<file path="config.mk">
export PLATFORM = sky130hd
export DESIGN_NAME = iobus_uart_tx
export DESIGN_NICKNAME = d
export VERILOG_FILES = /design/src/rtl/iobus_uart_tx_pkg.sv /design/src/rtl/iobus_uart_tx_sync_fifo.sv /design/src/rtl/iobus_uart_tx.sv
export SDC_FILE = /design/constraint.sdc
export NUM_CORES = 1
export LEC_CHECK = 0
export ABC_AREA = 1
export BUFFER_PORTS_ARGS = -buffer_cell sky130_fd_sc_hd__buf_4
export CAP_MARGIN = 0
export CORE_UTILIZATION = 45
export CTS_CLUSTER_DIAMETER = 150
export DETAILED_ROUTE_END_ITERATION = 12
export GPL_TIMING_DRIVEN = 1
export PLACE_DENSITY_LB_ADDON = 0.08
export RECOVER_POWER = 25
export SKIP_CTS_REPAIR_TIMING = 1
export SLEW_MARGIN = 30
export SYNTH_ARGS = -nofsm -noshare
export SYNTH_HDL_FRONTEND = slang
export SYNTH_SLANG_ARGS = --single-unit
</file>
<file path="constraint.sdc">
create_clock -name CLK -period 2.9 [get_ports CLK]
set_clock_uncertainty 0.15 [all_clocks]
set_input_delay 0.87 -clock CLK [delete_from_list [all_inputs] [get_ports CLK]]
set_output_delay 0.87 -clock CLK [all_outputs]
set_load 0.005 [all_outputs]
</file>
<file path="src/rtl/iobus_uart_tx_pkg.sv">
// Shared definitions for the IOBUS UART transmitter: FSM encoding,
// register offsets and STATUS bit layout.
package otter_io_pkg;

    typedef enum logic [1:0] {
        IDLE  = 2'd0,
        START = 2'd1,
        DATA  = 2'd2,
        STOP  = 2'd3
    } uart_tx_state_t;

    localparam logic [31:0] TXDATA_OFS = 32'd0;
    localparam logic [31:0] STATUS_OFS = 32'd4;

    // STATUS read layout; FLUSH and OVERRUN-clear reuse bits 0 and 3 on write
    localparam int unsigned ST_FULL_BIT    = 0;
    localparam int unsigned ST_EMPTY_BIT   = 1;
    localparam int unsigned ST_BUSY_BIT    = 2;
    localparam int unsigned ST_OVERRUN_BIT = 3;
    localparam int unsigned ST_COUNT_LSB   = 8;

    localparam int unsigned CTRL_FLUSH_BIT   = 0;
    localparam int unsigned CTRL_CLR_OVR_BIT = 3;

endpackage

</file>
<file path="src/rtl/iobus_uart_tx_sync_fifo.sv">
// Synchronous first-word-fall-through FIFO with flush; push while full is
// accepted only when a pop happens in the same cycle.
module sync_fifo #(
    parameter int unsigned WIDTH = 8,
    parameter int unsigned DEPTH = 16
) (
    input  logic                     clk,
    input  logic                     rst_n,
    input  logic                     push,
    input  logic                     pop,
    input  logic                     flush,
    input  logic [WIDTH-1:0]         din,
    output logic [WIDTH-1:0]         dout,
    output logic                     full,
    output logic                     empty,
    output logic [$clog2(DEPTH):0]   count
);
    localparam int unsigned AW = $clog2(DEPTH);

    logic [WIDTH-1:0] r_mem [DEPTH];
    logic [AW-1:0]    r_wr_ptr;
    logic [AW-1:0]    r_rd_ptr;
    logic [AW:0]      r_count;
    logic             w_pop;
    logic             w_push;

    assign empty = (r_count == '0);
    assign full  = (r_count == (AW+1)'(DEPTH));
    assign count = r_count;
    assign dout  = r_mem[r_rd_ptr];

    assign w_pop  = pop && !empty;
    assign w_push = push && (!full || w_pop);

    always_ff @(posedge clk) begin
        if (w_push && !flush) begin
            r_mem[r_wr_ptr] <= din;
        end
    end

    always_ff @(posedge clk) begin
        if (!rst_n || flush) begin
            r_wr_ptr <= '0;
            r_rd_ptr <= '0;
            r_count  <= '0;
        end else begin
            if (w_push) begin
                r_wr_ptr <= r_wr_ptr + 1'b1;
            end
            if (w_pop) begin
                r_rd_ptr <= r_rd_ptr + 1'b1;
            end
            case ({w_push, w_pop})
                2'b10:   r_count <= r_count + 1'b1;
                2'b01:   r_count <= r_count - 1'b1;
                default: r_count <= r_count;
            endcase
        end
    end

endmodule

</file>
<file path="src/rtl/iobus_uart_tx.sv">
// Memory-mapped 8N1 UART transmitter on the MCU IOBUS: TXDATA pushes into a
// FIFO, STATUS reports FIFO/FSM state and flushes or clears OVERRUN on write.
module iobus_uart_tx
    import otter_io_pkg::*;
#(
    parameter int unsigned CLK_RATE   = 50,
    parameter int unsigned BAUD       = 115200,
    parameter logic [31:0] ADDR_BASE  = 32'h1100_0040,
    parameter int unsigned FIFO_DEPTH = 16
) (
    input  logic        CLK,
    input  logic        RST_N,
    input  logic [31:0] IOBUS_ADDR,
    input  logic [31:0] IOBUS_OUT,
    input  logic        IOBUS_WR,
    output logic [31:0] RD_DATA,
    output logic        TX,
    output logic        BUSY
);
    localparam int unsigned DIV = (CLK_RATE * 1_000_000) / BAUD;
    localparam int unsigned CW  = $clog2(DIV);
    localparam int unsigned NW  = $clog2(FIFO_DEPTH) + 1;
    localparam logic [CW-1:0] CNT_RELOAD = CW'(DIV - 1);

    if (DIV < 2) begin : g_div_check
        $error("iobus_uart_tx: clocks per bit (DIV) must be at least 2");
    end
    if (FIFO_DEPTH < 2 || (FIFO_DEPTH & (FIFO_DEPTH - 1)) != 0) begin : g_depth_check
        $error("iobus_uart_tx: FIFO_DEPTH must be a power of 2 and at least 2");
    end

    uart_tx_state_t r_state, w_state_nxt;
    logic [CW-1:0]  r_cnt, w_cnt_nxt;
    logic [2:0]     r_bit, w_bit_nxt;
    logic [7:0]     r_shift, w_shift_nxt;
    logic           r_tx, w_tx_nxt;
    logic           r_overrun;
    logic [31:0]    r_rd_data;

    logic           w_sel_tx, w_sel_st, w_wr_tx, w_wr_st;
    logic           w_flush, w_clr_ovr, w_pop;
    logic           w_full, w_empty;
    logic [7:0]     w_dout;
    logic [NW-1:0]  w_count;
    logic [31:0]    w_status;
    logic           w_unused_bits;

    assign w_sel_tx  = (IOBUS_ADDR == ADDR_BASE + TXDATA_OFS);
    assign w_sel_st  = (IOBUS_ADDR == ADDR_BASE + STATUS_OFS);
    assign w_wr_tx   = IOBUS_WR && w_sel_tx;
    assign w_wr_st   = IOBUS_WR && w_sel_st;
    assign w_flush   = w_wr_st && IOBUS_OUT[CTRL_FLUSH_BIT];
    assign w_clr_ovr = w_wr_st && IOBUS_OUT[CTRL_CLR_OVR_BIT];
    assign w_pop     = (r_state == IDLE) && !w_empty;
    assign w_unused_bits = &{1'b0, IOBUS_OUT[31:8]};

    sync_fifo #(
        .WIDTH (8),
        .DEPTH (FIFO_DEPTH)
    ) u_fifo (
        .clk   (CLK),
        .rst_n (RST_N),
        .push  (w_wr_tx),
        .pop   (w_pop),
        .flush (w_flush),
        .din   (IOBUS_OUT[7:0]),
        .dout  (w_dout),
        .full  (w_full),
        .empty (w_empty),
        .count (w_count)
    );

    // Clear has priority over a same-cycle overrun so software never loses the clear
    always_ff @(posedge CLK) begin
        if (!RST_N || w_clr_ovr) begin
            r_overrun <= 1'b0;
        end else if (w_wr_tx && w_full && !w_pop) begin
            r_overrun <= 1'b1;
        end
    end

    always_ff @(posedge CLK) begin
        if (!RST_N) begin
            r_state <= IDLE;
            r_cnt   <= '0;
            r_bit   <= '0;
            r_shift <= '0;
            r_tx    <= 1'b1;
        end else begin
            r_state <= w_state_nxt;
            r_cnt   <= w_cnt_nxt;
            r_bit   <= w_bit_nxt;
            r_shift <= w_shift_nxt;
            r_tx    <= w_tx_nxt;
        end
    end

    always_comb begin
        w_state_nxt = r_state;
        w_cnt_nxt   = r_cnt;
        w_bit_nxt   = r_bit;
        w_shift_nxt = r_shift;
        case (r_state)
            IDLE: begin
                if (!w_empty) begin
                    w_state_nxt = START;
                    w_cnt_nxt   = CNT_RELOAD;
                    w_shift_nxt = w_dout;
                end
            end
            START: begin
                if (r_cnt == '0) begin
                    w_state_nxt = DATA;
                    w_cnt_nxt   = CNT_RELOAD;
                    w_bit_nxt   = '0;
                end else begin
                    w_cnt_nxt = r_cnt - 1'b1;
                end
            end
            DATA: begin
                if (r_cnt == '0) begin
                    w_cnt_nxt   = CNT_RELOAD;
                    w_shift_nxt = {1'b0, r_shift[7:1]};
                    w_bit_nxt   = r_bit + 3'd1;
                    if (r_bit == 3'd7) begin
                        w_state_nxt = STOP;
                    end
                end else begin
                    w_cnt_nxt = r_cnt - 1'b1;
                end
            end
            STOP: begin
                if (r_cnt == '0) begin
                    w_state_nxt = IDLE;
                end else begin
                    w_cnt_nxt = r_cnt - 1'b1;
                end
            end
            default: w_state_nxt = IDLE;
        endcase
    end

    // Line level is registered from the next state so TX never glitches
    always_comb begin
        w_tx_nxt = 1'b1;
        case (w_state_nxt)
            START:   w_tx_nxt = 1'b0;
            DATA:    w_tx_nxt = w_shift_nxt[0];
            default: w_tx_nxt = 1'b1;
        endcase
    end

    always_comb begin
        w_status                    = '0;
        w_status[ST_FULL_BIT]       = w_full;
        w_status[ST_EMPTY_BIT]      = w_empty;
        w_status[ST_BUSY_BIT]       = (r_state != IDLE);
        w_status[ST_OVERRUN_BIT]    = r_overrun;
        w_status[ST_COUNT_LSB +: NW] = w_count;
    end

    always_ff @(posedge CLK) begin
        if (!RST_N) begin
            r_rd_data <= '0;
        end else begin
            r_rd_data <= w_sel_st ? w_status : '0;
        end
    end

    assign RD_DATA = r_rd_data;
    assign TX      = r_tx;
    assign BUSY    = (r_state != IDLE) || !w_empty;

endmodule
</file>
[After elaboration in Yosys (flattened, before gate mapping)]
Memories as Yosys holds them, arrays and structs flattened. A register that Yosys moved wholly into a read port is not among the register bits.
Cells that the tools add are included.
Operators by class
  $add $sub $neg: 6
  equality and inequality tests: 15
  multiplexer cells: 22
  reduce and logical (&&, ||, !) cells: 31
Operator list (count)
  equality test 32 x 29 -> 1 bit (second input constant): 2
  2-to-1 mux 9 bit: 3
  case mux 9 bit (3 select lines): 1
  2-to-1 mux 8 bit: 2
  case mux 8 bit (2 select lines): 1
  logical AND 1 bit: 10
  2-to-1 mux 2 bit: 5
  case mux 5 bit (2 select lines): 1
  zero test 9 bit: 1
  subtractor 9 x 1 -> 9 bit (second input constant): 1
  adder 4 x 1 -> 4 bit (second input constant): 2
  equality test 2 bit (second input constant): 4
  2-to-1 mux 4 bit: 2
  inequality test 2 bit (second input constant): 4
  case mux 2 bit (4 select lines): 1
  nonzero test 2 bit: 4
  equality test 2 x 1 -> 1 bit (second input constant): 3
  2-to-1 mux 3 bit: 2
  case mux 3 bit (2 select lines): 1
  AND reduction 3 bit: 2
  adder 5 x 1 -> 5 bit (second input constant): 1
  equality test 5 bit (second input constant): 1
  zero test 1 bit: 5
  zero test 5 bit: 1
  other kinds (9): 14
Word-level totals
  register bits after elaboration: 69
  bits in writable memories: 128
  input bits: 67
  output and inout bits: 34
  word-level logic and storage cells: 87
  memories: 1
Memories
  u_fifo.r_mem: words 16, bits a word 8, rd ports 1, clocked after memory_dff 1, wr ports 1, line iobus_uart_tx_sync_fifo.sv:20  | logic [WIDTH-1:0] r_mem [DEPTH];

[Logic depth before layout (Yosys ltp)]
  depth after elaboration: 9
  depth in mapped cells: 16
  gate-level depth less buffers: 16

[Modules after synthesis]
From an unflattened synthesis, not the netlist that was laid out.
Unflattened totals
  cells, all modules: 843
  area, all modules: 8246.7 um^2
By module, submodules not included
  sync_fifo: times used 1, cells each 541, area each 6236.0 um^2, sequential area each 4184.0 um^2
  iobus_uart_tx: times used 1, cells each 302, area each 2010.7 um^2, sequential area each 660.6 um^2

[Worst setup path before layout]
Ideal clock, no wire load.
  path kind: input to register
  start point: in IOBUS_ADDR[11]
  end point: reg u_fifo.r_count[4], in the netlist u_fifo.count[4]
  setup time: 0.122 ns
  arrival time: 2.606 ns
  data required time: 2.628 ns
  path slack: 0.023 ns
  stages on the path: 14
  buffers on the path: 0
  path through: nor2_1 -> nand2_1 -> nor2_2 -> inv_1 -> nor2_2 -> nand3_2 -> ha_1 -> ha_1 -> a21oi_1 -> nand2_1 -> o21ai_0 -> a21oi_1 -> nor2_1 -> nor3_1
Between the ends
  longest elaborated chain between the ends: 5
  elaborated cells on any way between the ends: 11
  classes of those cells: eq/ne: 4; mux: 1; reduce/logical: 6
Ends and longest elaborated chain
  from (decl): line iobus_uart_tx.sv:13  | input logic [31:0] IOBUS_ADDR,
  equality test 32 x 29 -> 1 bit: line iobus_uart_tx.sv:48  | assign w_sel_tx = (IOBUS_ADDR == ADDR_BASE + TXDATA_OFS);
  logical AND 1 bit: line iobus_uart_tx.sv:50  | assign w_wr_tx = IOBUS_WR && w_sel_tx;
  logical AND 1 bit: line iobus_uart_tx_sync_fifo.sv:33  | assign w_push = push && (!full || w_pop);
  equality test 2 x 1 -> 1 bit / equality test 2 bit (equally long branches): line iobus_uart_tx_sync_fifo.sv:53  | case ({w_push, w_pop})
  case mux 5 bit (2 select lines) / nonzero test 2 bit (equally long branches)
  to (signal assigned): line iobus_uart_tx_sync_fifo.sv:54  | 2'b10: r_count <= r_count + 1'b1;
  to (signal assigned): line iobus_uart_tx_sync_fifo.sv:55  | 2'b01: r_count <= r_count - 1'b1;
  to (signal assigned): line iobus_uart_tx_sync_fifo.sv:56  | default: r_count <= r_count;
  to (decl): line iobus_uart_tx_sync_fifo.sv:23  | logic [AW:0] r_count;
Several ways; a longest one is shown, not always the timed one.
A chain may end at the register's enable or synchronous reset.

[Worst setup path in the final report]
  start point: reg u_fifo.r_count[3], in the netlist u_fifo.count[3]
  end point: reg u_fifo.r_count[4], in the netlist u_fifo.count[4]
Between the ends
  longest elaborated chain between the ends: 8
  elaborated cells on any way between the ends: 14
  classes of those cells: add/sub: 2; eq/ne: 3; mux: 1; reduce/logical: 8
Ends and longest elaborated chain
  zero test 5 bit: line iobus_uart_tx_sync_fifo.sv:27  | assign empty = (r_count == '0);
  zero test 1 bit: line iobus_uart_tx_sync_fifo.sv:32, iobus_uart_tx.sv:54
  logical AND 1 bit: line iobus_uart_tx.sv:54  | assign w_pop = (r_state == IDLE) && !w_empty;
  logical AND 1 bit: line iobus_uart_tx_sync_fifo.sv:32  | assign w_pop = pop && !empty;
  logical OR 1 bit: line iobus_uart_tx_sync_fifo.sv:33
  logical AND 1 bit: line iobus_uart_tx_sync_fifo.sv:33
  equality test 2 x 1 -> 1 bit / equality test 2 bit (equally long branches): line iobus_uart_tx_sync_fifo.sv:53
  case mux 5 bit (2 select lines) / nonzero test 2 bit (equally long branches)
Several ways; a longest one is shown, not always the timed one.

==> results_dict.tcl <==
set metrics [dict create \
    outcome "finished clean" \
    ys_warn_count 0 \
    cap_violations 0 \
    hold_path.class "reg2reg" \
    cts.sinks 178 \
    netlist_instances 813 \
    slew_headroom_pct 44.7 \
    power_density_mw_per_mm2 884 \
    port_buffers 53 \
    first_global_vias 5464 \
    synthesis.area_mm2 0.00797 \
    dp_slack_ns -0.302 \
    critPathCaptureType "flop" \
    fmax_mhz 381 \
    dieArea_mm2 0.0183 \
    final_cell_mix "nand2_1, edfxtp_1, nand3_1" \
    ir_worst_vdd_mv 0.536 \
    setup_violations 0 \
    async_reset_ff_share_pct 0 \
    arrival_ns 2.82 \
    dp_hpwl_um 11800 \
    synth_cell_types 37 \
    wl_um 18100 \
    drtIter0Drc 392 \
    postRouteAntennaNets 0 \
    cts_buffer_depth 2 \
    die_h_um 135 \
    ys.flop_type "edfxtp_1" \
    grt_usage_pct 21.0 \
    drc_errors 0 \
    ioPinCount 101 \
    worst-slew-pin-transition_ns 0.830 \
    hold_violations 0 \
    setup_tns_ns 0 \
    post_drt_wl_per_cell_um 16.0 \
    worst_slack_ns 0.275 \
    drtPass1Iterations 5 \
    hold_depth 2 \
    cts_buffers 17 \
    worstSkewPairLatency_ns 0.43 \
    drive_gt1_share_pct 16.8 \
    antennaDiodeCount 0 \
    final_common_cell "nand2_1" \
    power.leakage_nw 3.61 \
    synth_edf_count 128 \
    finalCriticalPeriod_ns 2.62 \
    fp.dieW_um 135 \
    syn_avg_cell_area_um2 9.81 \
    gp_congestion 0.802 \
    cts.clk_slew.worst_paths_ns 0.07 \
    start_util_pct 46.1 \
    placed_cell_area_mm2 0.00869 \
    p_total_w 0.00821 \
    cts_tree "built" \
    finalInstanceArea_mm2 0.00928 \
    viasPerCell 5.09 \
    grt_max_degree 71 \
    path_max_fanout 5 \
    core_area_mm2 0.0173 \
    period_share_pct 90.5 \
    fin_nets 980 \
    row_count 48 \
    overflow 0 \
    area_growth_pct 16.4 \
    r2r_slack_ns 0.28 \
    htreeDepth 4 \
    rr_worst_depth 15 \
    root_buffer "clkbuf_16" \
    num_vias 5760 \
    antenna_found_initial 0 \
    criticalPathCategory "reg2reg" \
    required_ns 3.10 \
    drv_slew 0 \
    yosysSeqAreaShare_pct 60.8 \
    cp-start-kind "flop" \
    ys_ff_latch 178 \
    grt_pass1_wl_um 28400 \
]
flip-flops by register name (all words and copies together), names as in the netlist, named ones only:
| signal | cells |
|---|---|
| RD_DATA | 9 |
| TX | 1 |
| r_bit | 3 |
| r_cnt | 9 |
| r_overrun | 1 |
| r_shift | 8 |
| r_state | 2 |
| u_fifo.count | 5 |
| u_fifo.r_mem | 128 |
| u_fifo.r_rd_ptr | 4 |
| u_fifo.r_wr_ptr | 4 |
layer usage:
layer	global-route usage [%]	wire, um
met2	33.8	9010
met1	27.9	7940
met4	6.93	232
met5	0	0
met3	4.69	927
worst max-delay path: stages (launching register included):
cell,delay (ns)
dfxtp_1,0.36
nor2_2,0.16
nand2_1,0.10
nor2_2,0.15
nand2_2,0.12
nand3_2,0.14
ha_4,0.20
inv_1,0.06
fa_1,0.35
inv_1,0.09
nand3_1,0.07
nand2_1,0.12
o21ai_1,0.10
a21oi_1,0.15
nor2_1,0.06
nor3_1,0.17
Yosys cell counts (all sizes together), types with 6 or more instances:
library cell | instances | share of area [%]
nor2 | 84 | 4.1
inv | 54 | 2.5
edfxtp | 128 | 48
nor3 | 10 | 0.69
a21oi | 47 | 3.0
nand3 | 125 | 8.0
dfxtp | 50 | 13
nand4 | 6 | 0.47
clkbuf | 6 | 0.28
nand2 | 182 | 8.9
xor2 | 6 | 0.66
o21ai | 34 | 2.2
ha | 18 | 2.8
buf | 45 | 3.8
layout make-up:
| class | instances | area (um2) |
|---|---|---|
| clock buffers | 18 | 429 |
| clock inverters | 14 | 128 |
| fillers | 1526 | 8020 |
| inverters | 55 | 206 |
| multi-input cells | 551 | 2730 |
| flip-flops and latches | 178 | 4850 |
| well taps | 225 | 282 |
| repair buffers | 91 | 657 |
logic make-up (layout without fill, tap and decap cells):
family          count (synthesis)  after routing  synth area share [%]
simple gates                  414            414                  22.8
flops                         178            178                  60.8
buf+inv                       106            178                  6.68
compound gates                 86             86                  5.65
fa+ha+maj                      19             19                  3.08
xor+xnor                        9              9                 0.989
other cells                     1             23                0.0470
report_power, final:
| part | leakage (nW) | switching (W) | internal [W] | total, W |
|---|---|---|---|---|
| sequential | 1.56 | 0.000138 | 0.00290 | 0.00303 |
| clock | 0.274 | 0.000987 | 0.00119 | 0.00218 |
| combinational | 1.78 | 0.00189 | 0.00110 | 0.00299 |
path summary, 6_finish.rpt:
path / start / to
setup / recovery: u_fifo.count[3]$_SDFFE_PP0P_ / u_fifo.count[4]$_SDFFE_PP0P_
hold / removal: r_overrun$_SDFFE_PP0P_ / RD_DATA[3]$_SDFF_PN0_
setup reg to reg: u_fifo.count[3]$_SDFFE_PP0P_ / u_fifo.count[4]$_SDFFE_PP0P_
hold reg to reg: r_overrun$_SDFFE_PP0P_ / RD_DATA[3]$_SDFF_PN0_
stage by stage:
stage	hold WS, ns	cells	util [%]
after floorplan	0.266	835	-
after global placement	0.292	1099	50.2
after detailed placement	0.297	1099	50.2
after CTS	0.306	1131	53.5
after global routing	0.331	1132	53.7
final	0.299	1132	53.7
(Power assumes the default switching activity.)
